--- config.mk ---
export PLATFORM = sky130hd
export DESIGN_NAME = uart_rx_edge_bit_sampler
export DESIGN_NICKNAME = d
export VERILOG_FILES = /design/src/rtl/uart_rx_edge_bit_sampler.sv
export SDC_FILE = /design/constraint.sdc
export NUM_CORES = 1
export LEC_CHECK = 0
export ABC_AREA = 1
export CAP_MARGIN = 5
export CELL_PAD_IN_SITES_DETAIL_PLACEMENT = 1
export CELL_PAD_IN_SITES_GLOBAL_PLACEMENT = 2
export CORE_ASPECT_RATIO = 0.7
export CORE_MARGIN = 2
export CORE_UTILIZATION = 28
export CTS_CLUSTER_DIAMETER = 50
export DETAILED_ROUTE_END_ITERATION = 7
export GPL_TIMING_DRIVEN = 0
export PLACE_DENSITY_LB_ADDON = 0.1
export SYNTH_ARGS = -nofsm -noshare
export SYNTH_HDL_FRONTEND = slang
export SYNTH_SLANG_ARGS = --single-unit
--- constraint.sdc ---
create_clock -name clk -period 1.95 [get_ports clk]
set_input_delay 0.195 -clock clk [delete_from_list [all_inputs] [get_ports clk]]
set_output_delay 0.195 -clock clk [all_outputs]
set_load 0.02 [all_outputs]
--- src/rtl/uart_rx_edge_bit_sampler.sv ---
// Oversampling front end of the UART receiver.
// Synchronises the raw RX line and counts oversampling edges within a bit.
// Around mid-bit it takes three samples and registers their majority as the
// received bit, flagging each fresh vote with a one-cycle sample_valid pulse.
module uart_rx_edge_bit_sampler #(
    parameter int PRESCALE_WIDTH = 6
) (
    input  logic                      clk,
    input  logic                      reset,
    input  logic                      enable,
    input  logic [PRESCALE_WIDTH-1:0] prescale,
    input  logic                      serial_data_in,
    output logic                      serial_data_sync,
    output logic [PRESCALE_WIDTH-1:0] edge_count,
    output logic                      edge_count_done,
    output logic                      sampled_bit,
    output logic                      sample_valid
);

    localparam logic [PRESCALE_WIDTH-1:0] PRESCALE_MIN = PRESCALE_WIDTH'(4);
    localparam logic [PRESCALE_WIDTH-1:0] PRESCALE_RST = PRESCALE_WIDTH'(8);
    localparam logic [PRESCALE_WIDTH-1:0] ONE          = PRESCALE_WIDTH'(1);
    localparam logic [PRESCALE_WIDTH-1:0] ZERO         = PRESCALE_WIDTH'(0);

    // Two-of-three majority used for the mid-bit vote.
    function automatic logic maj3(input logic a, input logic b, input logic c);
        return (a & b) | (a & c) | (b & c);
    endfunction

    logic                      sync_meta_r;
    logic                      sync_r;
    logic [PRESCALE_WIDTH-1:0] prescale_q_r;
    logic [PRESCALE_WIDTH-1:0] edge_count_r;
    logic                      s0_r;
    logic                      s1_r;
    logic                      s2_r;
    logic                      sampled_bit_r;
    logic                      sample_valid_r;

    logic [PRESCALE_WIDTH-1:0] mid_s;
    logic [PRESCALE_WIDTH-1:0] last_edge_s;
    logic [PRESCALE_WIDTH-1:0] prescale_load_s;
    logic                      at_s0_s;
    logic                      at_s1_s;
    logic                      at_s2_s;
    logic                      at_last_s;
    logic                      s2_next_s;

    // Decode the sample points and wrap point from the frozen prescale.
    always_comb begin
        mid_s       = {1'b0, prescale_q_r[PRESCALE_WIDTH-1:1]};
        last_edge_s = prescale_q_r - ONE;
        at_s0_s     = enable && (edge_count_r == (mid_s - ONE));
        at_s1_s     = enable && (edge_count_r == mid_s);
        at_s2_s     = enable && (edge_count_r == (mid_s + ONE));
        at_last_s   = enable && (edge_count_r == last_edge_s);
        if (prescale < PRESCALE_MIN) begin
            prescale_load_s = PRESCALE_MIN;
        end else begin
            prescale_load_s = prescale;
        end
        // The third sample is voted in the same edge it is captured, so the
        // vote uses the live synchronised value rather than the stored s2.
        if (at_s2_s) begin
            s2_next_s = sync_r;
        end else begin
            s2_next_s = s2_r;
        end
    end

    // Two-flop synchroniser for the asynchronous RX line (idle high).
    always_ff @(posedge clk) begin
        if (reset) begin
            sync_meta_r <= 1'b1;
            sync_r      <= 1'b1;
        end else begin
            sync_meta_r <= serial_data_in;
            sync_r      <= sync_meta_r;
        end
    end

    // Track prescale between frames; freeze it for the whole enabled period.
    always_ff @(posedge clk) begin
        if (reset) begin
            prescale_q_r <= PRESCALE_RST;
        end else if (!enable) begin
            prescale_q_r <= prescale_load_s;
        end else begin
            prescale_q_r <= prescale_q_r;
        end
    end

    // Edge counter: cleared while idle, wraps at the end of each bit period.
    always_ff @(posedge clk) begin
        if (reset) begin
            edge_count_r <= ZERO;
        end else if (!enable) begin
            edge_count_r <= ZERO;
        end else if (at_last_s) begin
            edge_count_r <= ZERO;
        end else begin
            edge_count_r <= edge_count_r + ONE;
        end
    end

    // Capture the three samples around mid-bit.
    always_ff @(posedge clk) begin
        if (reset) begin
            s0_r <= 1'b1;
            s1_r <= 1'b1;
            s2_r <= 1'b1;
        end else begin
            s0_r <= at_s0_s ? sync_r : s0_r;
            s1_r <= at_s1_s ? sync_r : s1_r;
            s2_r <= s2_next_s;
        end
    end

    // Register the majority vote one cycle after the last sample point.
    always_ff @(posedge clk) begin
        if (reset) begin
            sampled_bit_r  <= 1'b1;
            sample_valid_r <= 1'b0;
        end else if (at_s2_s) begin
            sampled_bit_r  <= maj3(s0_r, s1_r, s2_next_s);
            sample_valid_r <= 1'b1;
        end else begin
            sampled_bit_r  <= sampled_bit_r;
            sample_valid_r <= 1'b0;
        end
    end

    assign serial_data_sync = sync_r;
    assign edge_count       = edge_count_r;
    assign edge_count_done  = at_last_s;
    assign sampled_bit      = sampled_bit_r;
    assign sample_valid     = sample_valid_r;

endmodule

==> flow_metrics.py, run 1 <==
metrics = {
    "detailed_routing": {
        "first_iter_violations": 77,
        "avgViaCountPerCell": 4.548,
        "wirelength_mm": 3.440,
        "routedWlPerCell_um": 13.76,
        "vias": 1137,
        "antenna_left": 0,
        "dr.pass1.iters": 3,
        "drc": 0,
    },
    "sta": {
        "maxSlewViolCount": 0,
        "max_freq_mhz": 539.4,
        "final.period_utilization_pct": 95.08,
        "worst_pin_slew_ps": 354.5,
        "setup_viol_count_final": 0,
        "finalSetupTns_ps": 0,
        "post-route-min-period_ps": 1854,
        "skew_ps": 6.703,
        "whs_ps": 426.9,
        "finalHoldViolations": 0,
        "rsz0062_at_grt": "yes",
        "relSlewSlack_pct": 76.33,
        "finalWorstSetupSlack_ps": 95.92,
    },
    "finish": {
        "area_growth_pct": 34.05,
        "multiInputGateArea_um2": 716.9,
        "layout_common_cells": "36 x nand2_1, 22 x nand3_1, 21 x inv_1",
        "layout_commonest_cell": "nand2_1",
        "n_antenna_cell": 0,
        "final-seq-area_um2": 391.6,
        "nNetsFinal": 214,
        "layout-drive-gt1-share_pct": 14.65,
        "fill_cells": 519,
    },
    "place": {
        "hpwl_mm": 2.796,
        "dp_slack_ps": -480.2,
        "gp_congestion": 0.7738,
        "port_buffers": 19,
    },
    "synth": {
        "synth_cell_types": 26,
        "synth_seq_area_share_pct": 32.76,
        "yosys.area.top_type": "dfxtp_1",
        "ys_seq_elements": 19,
        "ys_top_cells_by_area": "dfxtp_1 33%, nand2_1 12%, nand3_1 9.9%, inv_1 7.8%, nor2_1 6.1%",
        "synthesis.nets": 186,
        "syn-cell-area_um2": 1161,
        "postSynthAreaPerCell_um2": 6.790,
        "synth_top_area_share_pct": 32.76,
        "synth_warnings": 0,
        "syn_inst": 171,
    },
    "clocking": {
        "cts_hold_buf": 0,
        "clk_latency_ps": 270,
        "root_buffer": "clkbuf_8",
        "cts_num_sinks": 19,
        "cts_buffers": 3,
        "htreeDepth": 1,
        "cts.path.max_buffers": 2,
        "cts_tree": "yes",
        "clk_pin_slew_worst_paths_ps": 80,
    },
    "die": {
        "core_area_um2": 3946,
        "fp.dieArea_um2": 4686,
        "pin_count": 20,
        "die_w_um": 80.97,
        "row_count": 19,
        "fp.dieH_um": 57.88,
        "start_util_pct": 29.42,
    },
    "power": {
        "power.density_nw_per_um2": 582.3,
        "ir_drop_mv": 0.3051,
        "leakagePower_nw": 0.6705,
    },
    "global_route": {
        "grtUsageTotal_pct": 16.52,
        "antenna_found_initial": 0,
        "grt_pass1_wl_mm": 5.740,
        "overflow": 0,
        "grt_max_degree": 13,
        "grt_pass1_vias": 1158,
    },
    "run": {
        "drv_cap": 0,
    },
    "worst_setup_path": {
        "start_kind": "register",
        "worstPathRequired_ps": 1750,
        "crit_type": "register to output port",
        "crit_arrival_ps": 1660,
        "reg2reg_depth": 12,
        "critPathCaptureType": "output port",
        "worstPathMaxFanout": 5,
    },
    "run_status": {
        "outcome": "complete, no violations",
    },
    "hold_path": {
        "min_path_cells": 1,
        "min_path_type": "register to register",
    },
}
-- worst paths after layout --
path | from | to | slack [ps]
worst max-delay path | prescale_q_r[2]$_SDFFE_PP0N_ | edge_count_done | 100
worst min-delay path | sync_meta_r$_SDFF_PP1_ | serial_data_sync$_SDFF_PP1_ | 430
worst min register to register | sync_meta_r$_SDFF_PP1_ | serial_data_sync$_SDFF_PP1_ | 430
worst max register to register | prescale_q_r[1]$_SDFFE_PP0N_ | sampled_bit$_SDFFE_PP1N_ | 230
-- final cells by class --
| class | count | area share, % |
|---|---|---|
| Buffer | 2 | 0.6431 |
| Clock buffer | 3 | 2.653 |
| Clock inverter | 1 | 0.4823 |
| Inverter | 26 | 6.592 |
| Multi-Input combinational cell | 124 | 46.06 |
| Sequential cell | 19 | 25.16 |
| Tap cell | 52 | 4.180 |
| Timing Repair Buffer | 23 | 14.23 |
-- logic make-up (layout without fill, tap and decap cells) --
family / after synthesis / count (layout) / share of synthesized area, %
flip-flops: 19 / 19 / 32.76
AND/OR/NAND/NOR: 89 / 89 / 33.73
AO/OA/AOI/OAI: 14 / 14 / 6.788
XOR/XNOR: 16 / 16 / 12.07
buffers and inverters: 28 / 55 / 9.267
adder cells (fa/ha/maj): 5 / 5 / 5.388
-- routing by layer --
layer,vias to the layer above,routed length [um],GRT usage [%]
li1,600,-,-
met1,519,1914,25.67
met2,16,1423,22.67
met3,2,88,3.738
met4,0,14,4.358
met5,-,0,0
-- cell usage after synthesis --
| master | n |
|---|---|
| xnor2_1 | 8 |
| nor3_2 | 1 |
| o211ai_1 | 1 |
| buf_2 | 2 |
| o21ai_0 | 3 |
| nand2_2 | 1 |
| nand4_1 | 1 |
| inv_2 | 1 |
| nand3_1 | 23 |
| a21oi_1 | 5 |
| ha_1 | 5 |
| xor2_1 | 8 |
| o21ai_1 | 1 |
| nand3b_1 | 1 |
| inv_1 | 24 |
| nand2_1 | 36 |
| a31oi_1 | 1 |
| a22oi_1 | 1 |
| o22ai_1 | 2 |
| or2_0 | 1 |
| dfxtp_1 | 19 |
| clkinv_1 | 1 |
| nor2_1 | 19 |
| nor3_1 | 3 |
| or2_2 | 2 |
| nor2_2 | 1 |
-- sequential cells by signal (all words and copies together) (netlist names) --
name	count
s2_r	1
serial_data_sync	1
sync_meta_r	1
sampled_bit	1
edge_count	6
prescale_q_r	6
s0_r	1
s1_r	1
sample_valid	1
-- timing repair --
item,4_1_cts,5_1_grt
cloned,0,0
endpoints found under the setup margin,2,2
pin swaps,1,2
gates resized for setup,22,3
setup buffers,3,1
-- stage by stage --
| step | cells | instance area, um^2 | util [%] | total power [mW] |
|---|---|---|---|---|
| after global placement | 242 | 1416 | 35.89 | 0.5925 |
| after detailed placement | 242 | 1416 | 35.89 | 0.5999 |
| final | 250 | 1556 | 39.44 | 0.9063 |
| after global routing | 250 | 1556 | 39.44 | 0.9623 |
| after floorplan | 171 | 1161 | - | 0.5343 |
| after CTS | 249 | 1544 | 39.12 | 0.9222 |
-- report_power, final --
group / switching [mW] / internal [mW]
sequential: 0.0167 / 0.400
clock: 0.151 / 0.144
combinational: 0.107 / 0.0862
-- critical path: stages, from the launching register on --
cell and delay, ps:
dfxtp_4 350, inv_2 100, ha_4 160, nand3_2 100, a21oi_2 130, xor2_1 220, nand3b_1 130, inv_1 90
buf_6 110
No activity file was read; power rests on OpenSTA's default activity.
==> run 2, diff against run 1 <==
--- a/config.mk
+++ b/config.mk
@@ -6,7 +6,7 @@
 export NUM_CORES = 1
 export LEC_CHECK = 0
 export ABC_AREA = 1
-export CAP_MARGIN = 5
+export ABC_CLOCK_PERIOD_IN_PS = 1950
 export CELL_PAD_IN_SITES_DETAIL_PLACEMENT = 1
 export CELL_PAD_IN_SITES_GLOBAL_PLACEMENT = 2
 export CORE_ASPECT_RATIO = 0.7
==> results of run 2 <==
Final layout, timing and power as in run 1 (identical DEF).
